--- config.mk ---
export PLATFORM = sky130hd
export DESIGN_NAME = inst_fetch
export DESIGN_NICKNAME = d
export VERILOG_FILES = /design/src/rtl/inst_fetch_pkg.sv /design/src/rtl/inst_fetch_if_hold_buf.sv /design/src/rtl/inst_fetch.sv
export SDC_FILE = /design/constraint.sdc
export NUM_CORES = 1
export LEC_CHECK = 0
export CORE_MARGIN = 3
export CORE_UTILIZATION = 40
export CTS_BUF_LIST = sky130_fd_sc_hd__clkbuf_4 sky130_fd_sc_hd__clkbuf_8 sky130_fd_sc_hd__clkbuf_16
export DETAILED_ROUTE_END_ITERATION = 8
export HOLD_SLACK_MARGIN = 0.1
export SLEW_MARGIN = 40
export SYNTH_ARGS = -nofsm -noshare
export SYNTH_HDL_FRONTEND = slang
export SYNTH_HIERARCHICAL = 1
export SYNTH_SLANG_ARGS = --single-unit
--- constraint.sdc ---
create_clock -name clk -period 10.3 [get_ports clk]
set_input_delay 2.06 -clock clk [delete_from_list [all_inputs] [get_ports clk]]
set_output_delay 2.06 -clock clk [all_outputs]
set_load 0.01 [all_outputs]
--- src/rtl/inst_fetch_pkg.sv ---
// Shared types and constants for the instruction fetch stage and its IF/ID register.
package inst_fetch_pkg;

  typedef logic        bit_t;
  typedef logic [31:0] inst_addr_t;
  typedef logic [31:0] inst_t;

  localparam inst_addr_t PC_RESET_ADDR = 32'hBFC0_0000;
  localparam inst_t      NOP_INST_WORD = 32'h0000_0000;

  typedef enum logic [1:0] {S_IDLE, S_REQ, S_HOLD, S_DRAIN} fetch_state_t;

  typedef struct packed {
    inst_addr_t pc;
    inst_t      inst;
    bit_t       valid;
    bit_t       adel;
  } ifid_t;

  function automatic bit_t is_misaligned(input inst_addr_t addr);
    return addr[1:0] != 2'b00;
  endfunction

endpackage

--- src/rtl/inst_fetch_if_hold_buf.sv ---
// One-entry pc/inst/adel buffer that catches an ack arriving while decode is stalled.
module if_hold_buf
  import inst_fetch_pkg::*;
(
  input  logic       clk,
  input  logic       rst,
  input  logic       wr_en,
  input  logic       clr,
  input  inst_addr_t wr_pc,
  input  inst_t      wr_inst,
  input  logic       wr_adel,
  output logic       full,
  output inst_addr_t rd_pc,
  output inst_t      rd_inst,
  output logic       rd_adel
);

  always_ff @(posedge clk or negedge rst) begin
    if (!rst)       full <= 1'b0;
    else if (clr)   full <= 1'b0;
    else if (wr_en) full <= 1'b1;
  end

  // NOTE: payload registers carry no reset; full qualifies every read of them.
  always_ff @(posedge clk) begin
    if (wr_en) {rd_pc, rd_inst, rd_adel} <= {wr_pc, wr_inst, wr_adel};
  end

endmodule

--- src/rtl/inst_fetch.sv ---
// Fetch stage with IF/ID register: one outstanding ibus request, delay-slot branch redirect,
// exception flush with drain of an abandoned request, and a one-entry stall buffer.
module inst_fetch
  import inst_fetch_pkg::*;
#(
  parameter inst_addr_t RESET_PC = PC_RESET_ADDR,
  parameter inst_t      NOP_INST = NOP_INST_WORD
) (
  input  logic        clk,
  input  logic        rst,
  input  logic        stall_i,
  input  logic        flush_i,
  input  logic [31:0] flush_pc_i,
  input  logic        branch_flag_i,
  input  logic [31:0] branch_target_i,
  output logic        ibus_req_o,
  output logic [31:0] ibus_addr_o,
  input  logic        ibus_ack_i,
  input  logic [31:0] ibus_rdata_i,
  output logic [31:0] pc_o,
  output logic [31:0] inst_o,
  output logic        valid_o,
  output logic        adel_o
);

  fetch_state_t state, state_d;
  inst_addr_t   fetch_pc, fetch_pc_d;
  inst_addr_t   pend_target, pend_target_d;
  inst_addr_t   drain_addr, drain_addr_d;
  logic         pend, pend_d;
  ifid_t        ifid, ifid_d;

  logic         hold_wr, hold_clr, hold_full, hold_adel;
  inst_addr_t   hold_pc;
  inst_t        hold_inst;

  logic         misaligned, ack_take, take_branch;
  inst_addr_t   seq_pc;
  ifid_t        bubble;

  assign misaligned  = is_misaligned(fetch_pc);
  assign ack_take    = (state == S_REQ) && !misaligned && ibus_ack_i;
  assign take_branch = branch_flag_i && !stall_i;
  assign seq_pc      = take_branch ? branch_target_i :
                       pend        ? pend_target     : fetch_pc + 32'd4;
  assign bubble      = '{pc: ifid.pc, inst: NOP_INST, valid: 1'b0, adel: 1'b0};

  assign ibus_req_o  = ((state == S_REQ) && !misaligned) || (state == S_DRAIN);
  assign ibus_addr_o = (state == S_DRAIN) ? drain_addr : fetch_pc;
  assign pc_o        = ifid.pc;
  assign inst_o      = ifid.inst;
  assign valid_o     = ifid.valid;
  assign adel_o      = ifid.adel;

  if_hold_buf u_hold (
    .clk     (clk),
    .rst     (rst),
    .wr_en   (hold_wr),
    .clr     (hold_clr),
    .wr_pc   (fetch_pc),
    .wr_inst (ibus_rdata_i),
    .wr_adel (1'b0),
    .full    (hold_full),
    .rd_pc   (hold_pc),
    .rd_inst (hold_inst),
    .rd_adel (hold_adel)
  );

  // NOTE: every signal gets its default before the case so no path leaves one unassigned (no latches).
  always_comb begin
    state_d       = state;
    fetch_pc_d    = fetch_pc;
    pend_d        = pend;
    pend_target_d = pend_target;
    drain_addr_d  = drain_addr;
    ifid_d        = ifid;
    hold_wr       = 1'b0;
    hold_clr      = 1'b0;

    if (flush_i) begin
      fetch_pc_d   = flush_pc_i;
      pend_d       = 1'b0;
      hold_clr     = 1'b0 | 1'b1;
      ifid_d.valid = 1'b0;
      ifid_d.adel  = 1'b0;
      ifid_d.inst  = NOP_INST;
      if (state == S_DRAIN) begin
        state_d = ibus_ack_i ? S_REQ : S_DRAIN;
      end else if ((state == S_REQ) && !misaligned && !ibus_ack_i) begin
        // The bus still owes an ack for the old address; swallow it before refetching.
        drain_addr_d = fetch_pc;
        state_d      = S_DRAIN;
      end else begin
        state_d = S_REQ;
      end
    end else begin
      unique case (state)
        S_IDLE: begin
          state_d = S_REQ;
          if (!stall_i) ifid_d = bubble;
        end
        S_REQ: begin
          if (misaligned) begin
            if (!stall_i) begin
              ifid_d  = '{pc: fetch_pc, inst: NOP_INST, valid: 1'b1, adel: 1'b1};
              state_d = S_HOLD;
            end
          end else if (ibus_ack_i) begin
            fetch_pc_d = seq_pc;
            pend_d     = 1'b0;
            if (!stall_i) begin
              ifid_d = '{pc: fetch_pc, inst: ibus_rdata_i, valid: 1'b1, adel: 1'b0};
            end else begin
              hold_wr = 1'b1;
              state_d = S_HOLD;
            end
          end else begin
            // Delay slot still in flight: remember the target until its ack.
            if (take_branch) begin
              pend_d        = 1'b1;
              pend_target_d = branch_target_i;
            end
            if (!stall_i) ifid_d = bubble;
          end
        end
        S_HOLD: begin
          // Empty hold here means a misaligned fetch is parked waiting for a flush.
          if (hold_full && !stall_i) begin
            ifid_d   = '{pc: hold_pc, inst: hold_inst, valid: 1'b1, adel: hold_adel};
            hold_clr = 1'b1;
            state_d  = S_REQ;
            if (branch_flag_i) fetch_pc_d = branch_target_i;
          end
        end
        S_DRAIN: begin
          if (ibus_ack_i) state_d = S_REQ;
          if (!stall_i) ifid_d = bubble;
        end
        default: state_d = S_IDLE;
      endcase
    end
  end

  always_ff @(posedge clk or negedge rst) begin
    if (!rst) state <= S_IDLE;
    else      state <= state_d;
  end

  // NOTE: state registers use non-blocking assignment so every flop samples pre-edge values.
  always_ff @(posedge clk or negedge rst) begin
    if (!rst) begin
      fetch_pc    <= RESET_PC;
      pend        <= 1'b0;
      pend_target <= RESET_PC;
      drain_addr  <= RESET_PC;
      ifid        <= '{pc: RESET_PC, inst: NOP_INST, valid: 1'b0, adel: 1'b0};
    end else begin
      fetch_pc    <= fetch_pc_d;
      pend        <= pend_d;
      pend_target <= pend_target_d;
      drain_addr  <= drain_addr_d;
      ifid        <= ifid_d;
    end
  end

endmodule

==> impl_metrics.json, run 1 <==
{
  "syn_area_per_cell_um2": 12.3,
  "hp-class": "register to register",
  "ys_seq_area_share_pct": 54.7,
  "vias": 8181,
  "gp_congestion": 0.864,
  "critPathKind": "register to output pin",
  "hold_start": "drain_addr[24]",
  "holdPathEnd": "drain_addr[24]",
  "synth_top_area_cell": "dfrtp_1",
  "crit_path_end_kind": "output pin",
  "synth_top_family_by_area": "compound AO/OA/AOI/OAI gates",
  "reg2reg_to": "pc_o[10]",
  "grt_pass1_wl_um": 49200,
  "cap_violations": 0,
  "ys_types": 73,
  "avgRoutedWirePerCell_um": 21.4,
  "ff2ff_path_depth": 7,
  "drt_iter0_drc": 636,
  "antenna_found_initial": 0,
  "cts-root-buf": "clkbuf_16",
  "drt_first_pass_iters": 5,
  "arrival_ns": 2.93,
  "synth_top_cells_by_area": "dfrtp_1 29%, edfxtp_1 17%, dfstp_2 8.4%, mux2_4 6.9%, mux2_2 4.2%",
  "async_flop_share_pct": 71.9,
  "worst_slew_pin_slew_ns": 0.766,
  "numCtsBuffers": 25,
  "finalCritPeriodShare_pct": 48.5,
  "cts_num_sinks": 231,
  "netlist_instances": 915,
  "cts_hold_buffers": 0,
  "h-tree-depth": 1,
  "hold_viol_final": 0,
  "die_w_um": 174,
  "synth-seq-cells": 231,
  "tritoncts": "built",
  "drcViolationCount": 0,
  "clock_latency_ns": 0.54,
  "synth-xor-area-share_pct": 0.623,
  "io_pins": 201,
  "peakVddDrop_uv": 140,
  "viasPerCell": 5.60,
  "final_layout_size_suffix_gt1_share_pct": 19.9,
  "synthFlopType": "dfrtp_1",
  "grt_pass1_vias": 8113,
  "dieHeight_um": 174,
  "path_clk_slew_ns": 0.06,
  "synthSimpleGateAreaFrac_pct": 8.83,
  "synth-warning-count": 6,
  "cp.required_ns": 8.24,
  "synth_top_area_share_pct": 28.9,
  "nNetsFinal": 1178,
  "whs_path_depth": 2,
  "skew_ns": 0.00868,
  "power.density_mw_per_mm2": 278,
  "dp.cells": 1417,
  "drt_wl_total_um": 31200,
  "initial_core_util_pct": 41.2,
  "reg2reg_slack_ns": 7.06,
  "synthesis.area_mm2": 0.0112,
  "die-area_mm2": 0.0301,
  "io_buffer_count": 200,
  "post_cts_resized": 0,
  "grt_max_degree": 88,
  "synth.area.mux_share_pct": 14.7,
  "hpwl_um": 20500,
  "grt.overflow.total": 0,
  "synth-edff-count": 65,
  "ant_nets": 0,
  "area_growth_pct": 26.8,
  "slew_headroom_pct": 48.9,
  "instances_no_fill": 1461,
  "cp_max_fo": 14,
  "outcome": "complete, no violations",
  "grt_setup_unrepaired": "no",
  "synthAdderAreaFrac_pct": 0.445,
  "fin_crit_ns": 4.99,
  "core_mm2": 0.0273,
  "setup_viol": 0,
  "n_antenna_cell": 0,
  "track_usage_pct": 20.2,
  "postCtsSetupRepairBufs": 0,
  "start_kind": "register",
  "maxSlewViolCount": 0,
  "rows": 60,
  "finalSetupTns_ns": 0,
  "clock.fmax_mhz": 200,
  "clk_path_buf_depth": 3,
  "synth_compound_area_share_pct": 16.5,
  "leakagePower_nw": 5.69,
  "timing.rr.start": "state[1]",
  "synthesis.nets": 1021
}
-- worst max-delay path, stage by stage, from the launching register on --
cell and delay (ns):
dfrtp_1 0.42, inv_1 0.09, ha_1 0.53, nor3b_1 0.54
nor2_1 0.14, inv_1 0.09, clkdlybuf4s50_1 0.58
-- cell families after synthesis --
| logic type | count (synthesis) |
|---|---|
| AOI/OAI and AO/OA | 253 |
| xor gates and xnor gates | 8 |
| adders and majority gates | 4 |
| buffers and inverters | 101 |
| DFF | 231 |
| muxes | 131 |
| other | 1 |
| and+or+nand+nor | 186 |
-- state kept, by name (all words and copies together), names as in the netlist --
register / flops
valid_o: 1
u_hold/rd_pc: 32
state: 2
u_hold/rd_inst: 32
adel_o: 1
pend: 1
drain_addr: 32
inst_o: 32
u_hold/rd_adel: 1
fetch_pc: 32
u_hold/full: 1
pc_o: 32
pend_target: 32
-- layout by cell type, fill, tap and decap left out, drive strengths merged, types with 18 or more instances in the layout --
| cell | instances |
|---|---|
| a22o | 36 |
| a21oi | 36 |
| mux2 | 120 |
| o21ai | 41 |
| inv | 18 |
| a22oi | 34 |
| nand3 | 23 |
| o2bb2ai | 32 |
| clkdlybuf4s50 | 198 |
| dfstp | 36 |
| edfxtp | 65 |
| dfrtp | 130 |
| nand2 | 53 |
| clkbuf | 40 |
| nor2 | 42 |
-- synthesized netlist by cell type, types with 4 or more instances --
cell	number
mux2_4	52
inv_1	17
dfrtp_1	130
a311o_1	5
a22o_1	36
a22oi_1	33
nor3_1	5
mux2i_1	11
nand2_1	53
o22a_1	7
a31oi_1	12
o211ai_1	10
a21oi_1	36
buf_1	5
o31ai_1	4
nand2b_1	6
nor2_1	42
mux2_2	42
dfstp_2	36
ha_1	4
mux2_1	26
clkbuf_1	47
edfxtp_1	65
o21ai_0	35
o2bb2ai_1	32
o21ai_1	5
buf_2	25
and4_1	5
nand3_1	21
nand4_1	13
and2_1	5
a21o_1	4
buf_6	6
or3_1	7
nor4b_1	6
xnor2_1	6
-- worst max path at each step --
stage	from	end	slack, ns	cells after the start
floorplan	flush_i	u_hold/rd_adel	5.57	4
global placement	flush_i	pc_o[0]	4.46	6
detailed placement	flush_i	pc_o[0]	5.18	6
CTS	state[1]	ibus_req_o	5.28	6
global route	state[1]	ibus_req_o	5.11	6
finish	state[1]	ibus_req_o	5.31	6
-- where the power goes --
group          internal (W)  switching [W]  total, W  leakage (nW)
Sequential          0.00126       0.000253   0.00151          2.64
Combinational      0.000846       0.000746   0.00159          2.66
Clock              0.000497       0.000364  0.000862         0.401
-- per-layer routing --
layer,track usage (%),routed length [um]
met4,4.49,676
met3,3.02,1690
met1,30.6,14900
met2,30.8,13900
met5,0,0
-- stage by stage --
stage          total power [W]  utilization [%]  setup slack (ns)  hold slack (ns)  cell area, um2
4_1_cts                0.00400             52.3              5.28            0.465           14200
3_3_place_gp           0.00310             49.3              4.46            0.452           13400
3_5_place_dp           0.00313             49.4              5.18            0.457           13500
5_1_grt                0.00420             52.3              5.11            0.478           14200
2_1_floorplan          0.00247                -              5.57            0.420           11200
6_report               0.00397             52.3              5.31            0.473           14200
-- final cells by class --
cell class | count | area [um2]
well taps | 372 | 465
flip-flops and latches | 231 | 6150
repair buffers | 214 | 2110
inverters | 17 | 63.8
multi-input cells | 583 | 4670
clock inverters | 4 | 35.0
fillers | 2375 | 13000
clock buffers | 40 | 744
Power figures use the tool's default switching activity.
==> run 2: changes to the inputs <==
PLACE_DENSITY = 0.66   (was not set)
clock period = 4.4 ns   (was 10.3 ns; I/O delays follow)
==> impl_metrics.json, run 2 (synthesis gave the netlist of run 1 again) <==
{
  "grt_setup_unrepaired": "no",
  "final_cell_mix": "198 x clkdlybuf4s50_1, 130 x dfrtp_1, 65 x edfxtp_1, 52 x nand2_1, 52 x mux2_4",
  "core_mm2": 0.0273,
  "finalSetupTns_ns": 0,
  "crit_path_end_kind": "output pin",
  "hp-class": "primary input to async pin",
  "grt_pass1_wl_um": 48500,
  "timing.hold.ws_ns": 0.258,
  "cp.required_ns": 3.52,
  "worst_slew_pin_slew_ns": 0.866,
  "hold_viol_final": 0,
  "hpwl_um": 20500,
  "max_stage_delay_ns": 0.59,
  "antenna_found_initial": 0,
  "fin_util_pct": 53.0,
  "cap_violations": 0,
  "post_cts_resized": 0,
  "outcome": "complete, no violations",
  "worstPathCellList": "ha_1 > nor3b_1 > nor2_1 > inv_1 > clkdlybuf4s50_1",
  "initial_core_util_pct": 41.2,
  "viasPerCell": 5.58,
  "finalPower_w": 0.00954,
  "io_pins": 201,
  "leakagePower_nw": 5.78,
  "power.density_mw_per_mm2": 661,
  "numCtsBuffers": 27,
  "dieHeight_um": 174,
  "area_growth_pct": 28.4,
  "drt_first_pass_iters": 5,
  "final_common_cell": "clkdlybuf4s50_1",
  "setup_viol": 0,
  "fin_crit_ns": 3.56,
  "nNetsFinal": 1185,
  "grt_pass1_vias": 8290,
  "ant_nets": 0,
  "cts_hold_buffers": 0,
  "drt_iter0_drc": 733,
  "crit_buf_inv": 2,
  "grt.overflow.total": 0,
  "cp_max_fo": 14,
  "postCtsSetupRepairBufs": 0,
  "crit_path_top_delay_cell": "clkdlybuf4s50_1",
  "start_kind": "register",
  "maxSlewViolCount": 0,
  "n_antenna_cell": 0,
  "path_clk_slew_ns": 0.06,
  "io_buffer_count": 200,
  "drcViolationCount": 0,
  "crit_cells": 5,
  "track_usage_pct": 19.8,
  "gp_congestion": 0.864,
  "finalCritPeriodShare_pct": 80.8,
  "die-area_mm2": 0.0301,
  "clk_path_buf_depth": 3,
  "final_layout_size_suffix_gt1_share_pct": 20.0,
  "h-tree-depth": 1,
  "clock_latency_ns": 0.54,
  "skew_ns": 0.0226,
  "critPathTopFamily": "buffers and inverters",
  "avgRoutedWirePerCell_um": 20.8,
  "arrival_ns": 2.68,
  "cts_num_sinks": 231,
  "tritoncts": "built",
  "vias": 8212,
  "rows": 60,
  "ff2ff_path_depth": 7,
  "peakVddDrop_uv": 300,
  "critPathKind": "register to output pin",
  "clock.fmax_mhz": 281,
  "grt_max_degree": 96,
  "slew_headroom_pct": 42.3,
  "drt_wl_total_um": 30600,
  "cts-root-buf": "clkbuf_16",
  "die_w_um": 174
}
[run 2: changes by cell type in the layout (fill, tap and decap cells not counted), sizes merged]
cell	previous run	this run
inv	18	19
buf	16	21
clkinvlp	0	2
bufinv	0	2
clkinv	3	6
clkbuf	40	38
[run 2: path summary, 6_finish.rpt]
check	endpoint	from	slack, ns
worst max-delay path	ibus_req_o	state[0]	0.84
worst min-delay path	pend_target[6]	rst	0.26
worst max register to register	inst_o[22]	state[0]	1.32
worst min register to register	drain_addr[24]	drain_addr[24]	0.47
max in group asynchronous	pc_o[29]	rst	3.34
min in group clk	drain_addr[24]	drain_addr[24]	0.47
[run 2: area by class of cell]
cell class | instances | area (um2)
Timing Repair Buffer | 219 | 2170
Multi-Input combinational cell | 583 | 4670
Sequential cell | 231 | 6150
Inverter | 17 | 63.8
Tap cell | 372 | 465
Clock buffer | 38 | 796
Clock inverter | 12 | 118
Fill cell | 2321 | 12800
[run 2: through the flow]
stage,area (um2),setup WS [ns],cells
after floorplan,11200,0.652,915
after CTS,14400,0.834,1471
final,14400,0.844,1472
after global routing,14400,0.686,1472
after global placement,13500,0.941,1421
after detailed placement,13500,0.913,1421
[run 2: power breakdown]
part           switching [W]  internal [W]  total [W]
clock network       0.000872       0.00138    0.00225
registers           0.000603       0.00295    0.00355
logic                0.00175       0.00199    0.00374
[run 2: routing by layer]
| layer | GRT usage (%) | wire length (um) |
|---|---|---|
| met3 | 3.88 | 2060 |
| met1 | 28.1 | 13900 |
| met5 | 0 | 0 |
| met2 | 31.5 | 14100 |
| met4 | 4.76 | 465 |
